<file path="config.mk">
export PLATFORM = sky130hd
export DESIGN_NAME = bootram_loader
export DESIGN_NICKNAME = d
export VERILOG_FILES = /design/src/rtl/bootram_loader.sv
export SDC_FILE = /design/constraint.sdc
export NUM_CORES = 1
export LEC_CHECK = 0
export ABC_AREA = 1
export BUFFER_PORTS_ARGS = -buffer_cell sky130_fd_sc_hd__buf_4
export CORE_MARGIN = 5
export CORE_UTILIZATION = 50
export DETAILED_ROUTE_END_ITERATION = 16
export HOLD_SLACK_MARGIN = 0.03
export PLACE_DENSITY_LB_ADDON = 0.1
export SLEW_MARGIN = 20
export SYNTH_ARGS = -nofsm -noshare
export SYNTH_HDL_FRONTEND = slang
export SYNTH_SLANG_ARGS = --single-unit
export TNS_END_PERCENT = 1
</file>
<file path="constraint.sdc">
create_clock -name clk -period 2.28 [get_ports clk]
set_input_delay 0.456 -clock clk [delete_from_list [all_inputs] [get_ports clk]]
set_output_delay 0.456 -clock clk [all_outputs]
set_load 0.03 [all_outputs]
</file>
<file path="src/rtl/bootram_loader.sv">
// Boot RAM loader: receives a framed image over a byte stream and writes it
// into four byte-lane boot RAMs. Holds the CPU in reset until a good image
// has been loaded, or until the boot window expires without any sync byte.
// Frame layout: SYNC, LEN_L, LEN_H, LEN data bytes, CSUM.
// An image is good when the data bytes plus CSUM sum to zero modulo 256.
module bootram_loader #(
  parameter int          ADDR_W    = 13,
  parameter logic [7:0]  SYNC_BYTE = 8'hA5,
  parameter logic [23:0] BOOT_WAIT = 24'd5000000,
  parameter logic [23:0] TIMEOUT   = 24'd500000
) (
  input  logic              clk,
  input  logic              resetn,
  input  logic [7:0]        rx_data,
  input  logic              rx_valid,
  output logic              rx_ready,
  output logic              ram_ce,
  output logic [3:0]        ram_wre,
  output logic [ADDR_W-3:0] ram_ad,
  output logic [7:0]        ram_din,
  output logic              cpu_hold,
  output logic              done,
  output logic              err
);

  // Count must be able to hold a full image length of 2**ADDR_W bytes.
  localparam int          CNT_W   = ADDR_W + 1;
  localparam logic [31:0] MAX_LEN = 32'd1 << ADDR_W;

  typedef enum logic [2:0] {
    S_IDLE = 3'd0,
    S_LEN0 = 3'd1,
    S_LEN1 = 3'd2,
    S_DATA = 3'd3,
    S_CSUM = 3'd4,
    S_RUN  = 3'd5
  } state_t;

  state_t             state_q, state_d;
  logic [15:0]        len_q, len_d;
  logic [CNT_W-1:0]   cnt_q, cnt_d;
  logic [7:0]         sum_q, sum_d;
  logic [23:0]        boot_q, boot_d;
  logic               seen_q, seen_d;
  logic [23:0]        ibt_q, ibt_d;
  logic               done_q, done_d;
  logic               err_q, err_d;
  logic               hold_q, hold_d;
  logic               ce_q, ce_d;
  logic [3:0]         wre_q, wre_d;
  logic [ADDR_W-3:0]  ad_q, ad_d;
  logic [7:0]         din_q, din_d;

  logic               accept;
  logic               in_frame;
  logic [15:0]        len_w;
  logic [CNT_W-1:0]   cnt_inc;
  logic [7:0]         sum_inc;

  // Ready in every loading state; never while reset is asserted or once running.
  assign rx_ready = resetn && (state_q != S_RUN);
  assign accept   = rx_valid && rx_ready;
  assign in_frame = (state_q == S_LEN0) || (state_q == S_LEN1) ||
                    (state_q == S_DATA) || (state_q == S_CSUM);
  assign len_w    = {rx_data, len_q[7:0]};
  assign cnt_inc  = cnt_q + CNT_W'(1);
  assign sum_inc  = sum_q + rx_data;

  // Next-state logic: frame parser, timers and the one-cycle RAM write strobe.
  always_comb begin
    state_d = state_q;
    len_d   = len_q;
    cnt_d   = cnt_q;
    sum_d   = sum_q;
    boot_d  = boot_q;
    seen_d  = seen_q;
    ibt_d   = ibt_q;
    done_d  = done_q;
    err_d   = err_q;
    ce_d    = 1'b0;
    wre_d   = 4'b0000;
    ad_d    = ad_q;
    din_d   = din_q;

    // Inter-byte timer only matters inside a frame; any accepted byte clears it.
    if (accept)        ibt_d = '0;
    else if (in_frame) ibt_d = ibt_q + 24'd1;
    else               ibt_d = '0;

    unique case (state_q)
      S_IDLE: begin
        if (accept && (rx_data == SYNC_BYTE)) begin
          state_d = S_LEN0;
          err_d   = 1'b0;
          cnt_d   = '0;
          sum_d   = '0;
          seen_d  = 1'b1;
        end else if (!seen_q) begin
          // Boot window closes for good once any sync byte has been seen.
          boot_d = boot_q + 24'd1;
          if (boot_d == BOOT_WAIT) state_d = S_RUN;
        end
      end
      S_LEN0: begin
        if (accept) begin
          len_d[7:0] = rx_data;
          state_d    = S_LEN1;
        end
      end
      S_LEN1: begin
        if (accept) begin
          len_d = len_w;
          if (32'(len_w) > MAX_LEN) begin
            state_d = S_IDLE;
            err_d   = 1'b1;
          end else if (len_w == 16'd0) begin
            state_d = S_CSUM;
          end else begin
            state_d = S_DATA;
          end
        end
      end
      S_DATA: begin
        if (accept) begin
          ce_d  = 1'b1;
          wre_d = 4'b0001 << cnt_q[1:0];
          ad_d  = cnt_q[ADDR_W-1:2];
          din_d = rx_data;
          sum_d = sum_inc;
          cnt_d = cnt_inc;
          if (32'(cnt_inc) == 32'(len_q)) state_d = S_CSUM;
        end
      end
      S_CSUM: begin
        if (accept) begin
          if (sum_inc == 8'd0) begin
            state_d = S_RUN;
            done_d  = 1'b1;
          end else begin
            state_d = S_IDLE;
            err_d   = 1'b1;
          end
        end
      end
      S_RUN: begin
        state_d = S_RUN;
      end
      default: begin
        state_d = S_IDLE;
      end
    endcase

    // A stalled frame is abandoned; accepts never coincide with this path.
    if (!accept && in_frame && ((ibt_q + 24'd1) == TIMEOUT)) begin
      state_d = S_IDLE;
      err_d   = 1'b1;
      ibt_d   = '0;
    end

    // Registered so the CPU is released in the same cycle RUN is entered.
    hold_d = (state_d != S_RUN);
  end

  // State and output registers with synchronous active-low reset.
  always_ff @(posedge clk) begin
    if (!resetn) begin
      state_q <= S_IDLE;
      len_q   <= '0;
      cnt_q   <= '0;
      sum_q   <= '0;
      boot_q  <= '0;
      seen_q  <= 1'b0;
      ibt_q   <= '0;
      done_q  <= 1'b0;
      err_q   <= 1'b0;
      hold_q  <= 1'b1;
      ce_q    <= 1'b0;
      wre_q   <= '0;
      ad_q    <= '0;
      din_q   <= '0;
    end else begin
      state_q <= state_d;
      len_q   <= len_d;
      cnt_q   <= cnt_d;
      sum_q   <= sum_d;
      boot_q  <= boot_d;
      seen_q  <= seen_d;
      ibt_q   <= ibt_d;
      done_q  <= done_d;
      err_q   <= err_d;
      hold_q  <= hold_d;
      ce_q    <= ce_d;
      wre_q   <= wre_d;
      ad_q    <= ad_d;
      din_q   <= din_d;
    end
  end

  assign ram_ce   = ce_q;
  assign ram_wre  = wre_q;
  assign ram_ad   = ad_q;
  assign ram_din  = din_q;
  assign cpu_hold = hold_q;
  assign done     = done_q;
  assign err      = err_q;

endmodule

</file>
### Word level (Yosys, flattened, before mapping)

Index checks and enable logic that the tools add are counted.

| word-level totals | value |
|---|---|
| bits in registers | 117 |
| bits of input ports | 11 |
| bits in latches | 0 |
| memory bits (writable) | 0 |
| memories | 0 |
| word-level logic and storage cells | 98 |
| bits in read-only memories | 0 |
| output and inout bits | 28 |

| operators by class | value |
|---|---|
| shift-type cells | 1 |
| equality and inequality tests | 18 |
| $mul | 0 |
| order comparisons | 1 |
| div/mod/pow operators | 0 |
| reduce and logical (&&, ||, !) cells | 25 |
| bitwise logic cells | 5 |
| multiplexer cells | 29 |
| $add $sub $neg | 4 |

Operators with widths:

| cell | count |
|---|---|
| $add A24 B1 Y24 const B | 2 |
| $mux W3 | 12 |
| $pmux W8 S2 | 2 |
| $mux W14 | 2 |
| $pmux W14 S2 | 1 |
| $eq A24 B19 Y1 const B | 1 |
| $eq A24 B23 Y1 const B | 1 |
| $mux W8 | 3 |
| $pmux W3 S6 | 1 |
| $eq A14 B16 Y1 | 1 |
| $gt A16 B14 Y1 const B | 1 |
| $logic_not A16 Y1 | 1 |
| $reduce_and A3 Y1 | 5 |
| $add A14 B1 Y14 const B | 1 |
| $ne A3 B2 Y1 const B | 3 |
| $ne A3 B3 Y1 const B | 3 |
| $add A8 B8 Y8 | 1 |
| $eq A8 B8 Y1 const B | 1 |
| $logic_not A8 Y1 | 1 |
| $reduce_and A2 Y1 | 4 |
| $mux W1 | 7 |
| $eq A3 B2 Y1 const B | 2 |
| $eq A3 B3 Y1 const B | 2 |
| $reduce_and A6 Y1 | 1 |
| other kinds (13) | 24 |

### Logic depth before layout (Yosys ltp)

| depth | value |
|---|---|
| depth after elaboration | 8 |
| gate-level depth with buffers | 17 |
| depth with buffers taken out | 17 |

### Least setup slack after synthesis

No wires, ideal clock.

| timing | value |
|---|---|
| path kind | input port to flip-flop |
| start | in rx_data[0] |
| end | reg hold_q (netlist: cpu_hold) |
| stages | 11 |
| setup time | 120 ps |
| buffers on the path | 0 |
| data required time | 2,160 ps |
| slack | 45 ps |
| arrival | 2,115 ps |
| cell sequence | ha_1 fa_1 or2_2 nor3_1 nand3_1 nor2_1 nand3_1 nand3_1 a21boi_0 nand2_1 nand3_1 |

| between the ends | value |
|---|---|
| word-level cells in the longest chain between the ends | 7 |
| elaborated cells between the ends (all ways) | 15 |
| classes of those cells | add/sub: 1; order compare: 1; eq/ne: 2; mux: 8; reduce/logical: 3 |

Ends and longest elaborated chain:

| what | line | source |
|---|---|---|
| start, declared | 14 | `input logic [7:0] rx_data,` |
| $add A8 B8 Y8 / $logic_not A16 Y1 (equally long branches) | 67, 116 |  |
| $logic_not A8 Y1 / $mux W3 (equally long branches) | 136, 116 |  |
| $mux W3, on equally long branches | 136, 113 |  |
| $mux W3, on equally long branches | 135, 111 |  |
| $pmux W3 S6 * | 90 | `unique case (state_q)` |
| $mux W3 * | 154 | `if (!accept && in_frame && ((ibt_q + 24'd1) == TIMEOUT)) begin` |
| $ne A3 B3 Y1 * | 161 | `hold_d = (state_d != S_RUN);` |
| end signal, assigned | 191 | `hold_q <= hold_d;` |
| end, declared | 48 | `logic hold_q, hold_d;` |

Every way passes the cells marked *; elsewhere a longest branch is shown, timed or not.
A chain may end at the register's enable or synchronous reset.

### Final worst setup path

| timing | value |
|---|---|
| start | reg sum_q[0] |
| end | reg err_q (netlist: err) |

| between the ends | value |
|---|---|
| word-level cells in the longest chain between the ends | 4 |

Ends and longest elaborated chain:

| what | line | source |
|---|---|---|
| start, declared | 42 | `logic [7:0] sum_q, sum_d;` |
| start signal, assigned | 185 | `sum_q <= sum_d;` |
| $add A8 B8 Y8 | 67 | `assign sum_inc = sum_q + rx_data;` |
| $logic_not A8 Y1 | 136 | `if (sum_inc == 8'd0) begin` |
| $ne A3 B2 Y1 (no source line) | -- |  |
| $reduce_and A6 Y1 (no source line) | -- |  |
| end signal, assigned | 190 | `err_q <= err_d;` |
| end, declared | 47 | `logic err_q, err_d;` |

No other way between the ends.

==> flow_summary.yaml <==
pwr:
  p_clk_share_pct: 53.2
  power_switching_mw: 1.32
  power.leakage_nw: 3.33
  p_per_area_mw_per_mm2: 726
  switching_share_pct: 22.8
  pwr-share-comb_pct: 8.9
  power_frac_seq_pct: 37.9
  peakVddDrop_v: 0.000662
  cell_internal_pwr_mw: 4.49
  power_mw: 5.82
final_layout:
  nFillCells: 1162
  postLayoutCellArea_mm2: 0.00801
  seqCellArea_mm2: 0.00235
  final_util_pct: 63.2
  area_growth_pct: 23.6
  nets: 1091
  num_antenna_cells: 0
  drive_above_1_share_pct: 15.6
  multi_input_area_mm2: 0.00368
logic_synthesis:
  async_flop_share_pct: 0
  synth_area_leader_cell: "dfxtp_1"
  ys_warn_count: 0
  synth_area_leaders: "dfxtp_1 (36%), nand2_1 (15%), inv_1 (7.2%), nor2_1 (7.2%), a21oi_1 (6.5%)"
  syn_area_per_cell_um2: 6.51
  ys.flop_type: "dfxtp_1"
  yosysMostFrequentCell: "nand2_1"
  synth_area_mm2: 0.00648
  syn_nets: 1019
  synth_edf_count: 0
  synth_seq_cells: 117
  syn_inst: 995
  synth.distinct_cells: 39
  netlist_top_cells_count: "nand2_1 (257), inv_1 (124), nor2_1 (124), dfxtp_1 (117), a21oi_1 (84)"
  synth_seq_area_share_pct: 36.2
  synth.top_cell.area_share_pct: 36.2
global_route:
  use_met3_pct: 5.04
  track_usage_pct: 22.5
  use_met1_pct: 32.8
  grt_pass1_vias: 5712
  grt_pass1_wl_um: 27200
  grt.busiest_layer: "met2"
  grt_start_max_net_pins: 37
  overflow: 0
  antenna_found_initial: 0
  grt_use_met2_pct: 33.5
setup_path:
  worstPathArrival_ns: 2.54
  cpMostUsedCell: "nand2_1"
  end_kind: "flip-flop"
  cp-start-kind: "flip-flop"
  critical-path-slowest-cell: "fa_1"
  crit_fanout: 4
  cp_num_buf_inv: 0
  crit_chain: "ha_2 > fa_1 > or2_2 > nor3_2 > nand3_1 > nor2_2 > nand3_2 > nand2_1 > nand2_1 > nand2_1 > nand2_1 > a21oi_1"
  critical_path_class: "flip-flop to flip-flop"
  critPathTopFamily: "simple AND/OR/NAND/NOR gates"
  cp.required_ns: 2.62
  slowest_delay_ns: 0.42
sta:
  fin_crit_sh_pct: 96.3
  rsz0062_at_grt: "yes"
  skew_ns: 0.00693
  max-slew-margin-rel_pct: 67.2
  fmax_mhz: 455
  final.setup.tns_ns: 0
  hold_viol_final: 0
  finalSetupViolations: 0
  worstMarginPinSlew_ns: 0.490
  finalMaxSlewViolations: 0
  finalWorstSetupSlack_ns: 0.0836
  fin_crit_ns: 2.20
clock_network:
  cts_buffers: 17
  root_buffer: "clkbuf_16"
  insertion_delay_ns: 0.42
  htreeDepth: 4
  cts_tree: "built"
  cts.clk_slew.worst_paths_ns: 0.05
  cts.sinks: 117
  clockBufferDepth: 2
route:
  drcViolationCount: 0
  dr.pass1.iters: 6
  post_drt_wl_per_cell_um: 13.3
  drt_iter0_markers: 541
  vias_per_cell: 5.10
  antenna_left: 0
  routed_wl_um: 16700
  num_vias: 6380
floorplanning:
  die-area_mm2: 0.0153
  io_pins: 39
  core_area_mm2: 0.0127
  die_y_um: 124
  die_width_um: 124
  initial_utilization_pct: 51.1
  row_count: 41
hold_path:
  hp-class: "input pin to flip-flop"
place:
  port_buffers: 38
  place_area_mm2: 0.00714
  gp_congestion: 0.909
  pre_cts_slack_ns: -0.269
  dp_hpwl_um: 11900
run:
  cap_violations: 0
outcome:
  status: "complete, no violations"
worst min-delay path: stages:
cell    delay [ns]
buf_4         0.14
nor2_1        0.06
nor2_1        0.08
cell families (layout without fill, tap and decap cells):
family                     count (synthesis)  after routing  share of synthesized area, %
and+or+nand+nor                          528            528                          35.1
AOI/OAI and AO/OA                        162            162                          13.2
buffers and inverters                    151            236                          9.18
DFF                                      117            117                          36.2
xor gates and xnor gates                  24             24                          3.69
adders and majority gates                 13             13                          2.63
layout make-up:
cell class / count / area share (%)
multi-input cells: 727 / 45.9
flip-flops and latches: 117 / 29.4
repair buffers: 78 / 7.63
inverters: 126 / 5.91
clock buffers: 22 / 5.67
clock inverters: 10 / 2.81
well taps: 172 / 2.69
routing by layer:
layer / share of wire (%) / vias up / wire (um)
met5: 0 / - / 0
met4: 1.3 / 0 / 216
met3: 5.3 / 24 / 891
met2: 43 / 165 / 7130
met1: 51 / 2852 / 8460
li1: - / 3339 / -
repair_timing:
action | in CTS | in global routing
hold buffers | 0 | 0
gates resized for setup | 0 | 43
setup buffers | 0 | 6
endpoints found under the setup margin | 0 | 32
flip-flops by register name (all words and copies together), names as in the netlist:
signal / flops
done: 1
boot_q: 24
cnt_q: 14
ram_din: 8
err: 1
sum_q: 8
state_q: 3
ram_wre: 4
cpu_hold: 1
len_q: 16
ram_ce: 1
seen_q: 1
ram_ad: 11
ibt_q: 24
power by group through the flow:
stage	combinational [mW]	clock [mW]	sequential, mW
after floorplan	0.350	0	2.22
after global placement	0.497	0	2.24
after detailed placement	0.503	0	2.24
after CTS	0.506	3.13	2.20
after global routing	0.585	3.24	2.21
final	0.520	3.09	2.20
worst paths after layout:
check	start	endpoint	slack [ns]	depth (start not counted)
worst min register to register	boot_q[0]	boot_q[0]	0.45	1
worst max register to register	sum_q[0]	err	0.08	12
worst max-delay path	sum_q[0]	err	0.08	12
worst min-delay path	rx_data[6]	len_q[14]	0.35	3
metrics by stage:
step	cells	hold WS, ns
after floorplan	995	0.440
after global placement	1214	0.449
after detailed placement	1214	0.451
after CTS	1246	0.341
after global routing	1252	0.368
final	1252	0.353
layout by cell type, fill, tap and decap left out, types with 6 or more instances in the layout:
| cell | n |
|---|---|
| dfxtp_1 | 110 |
| nor2_4 | 6 |
| nor2_1 | 114 |
| bufinv_16 | 7 |
| nand3_1 | 67 |
| nand3b_1 | 7 |
| dfxtp_2 | 7 |
| a21oi_1 | 82 |
| nor3_1 | 20 |
| o21bai_1 | 6 |
| ha_1 | 9 |
| nand2_1 | 255 |
| xor2_1 | 14 |
| nor2_2 | 16 |
| inv_1 | 123 |
| buf_4 | 76 |
| xnor2_1 | 7 |
| nand4_1 | 16 |
| o21ai_0 | 60 |
| clkbuf_16 | 17 |
No activity file was read; power rests on OpenSTA's default activity.
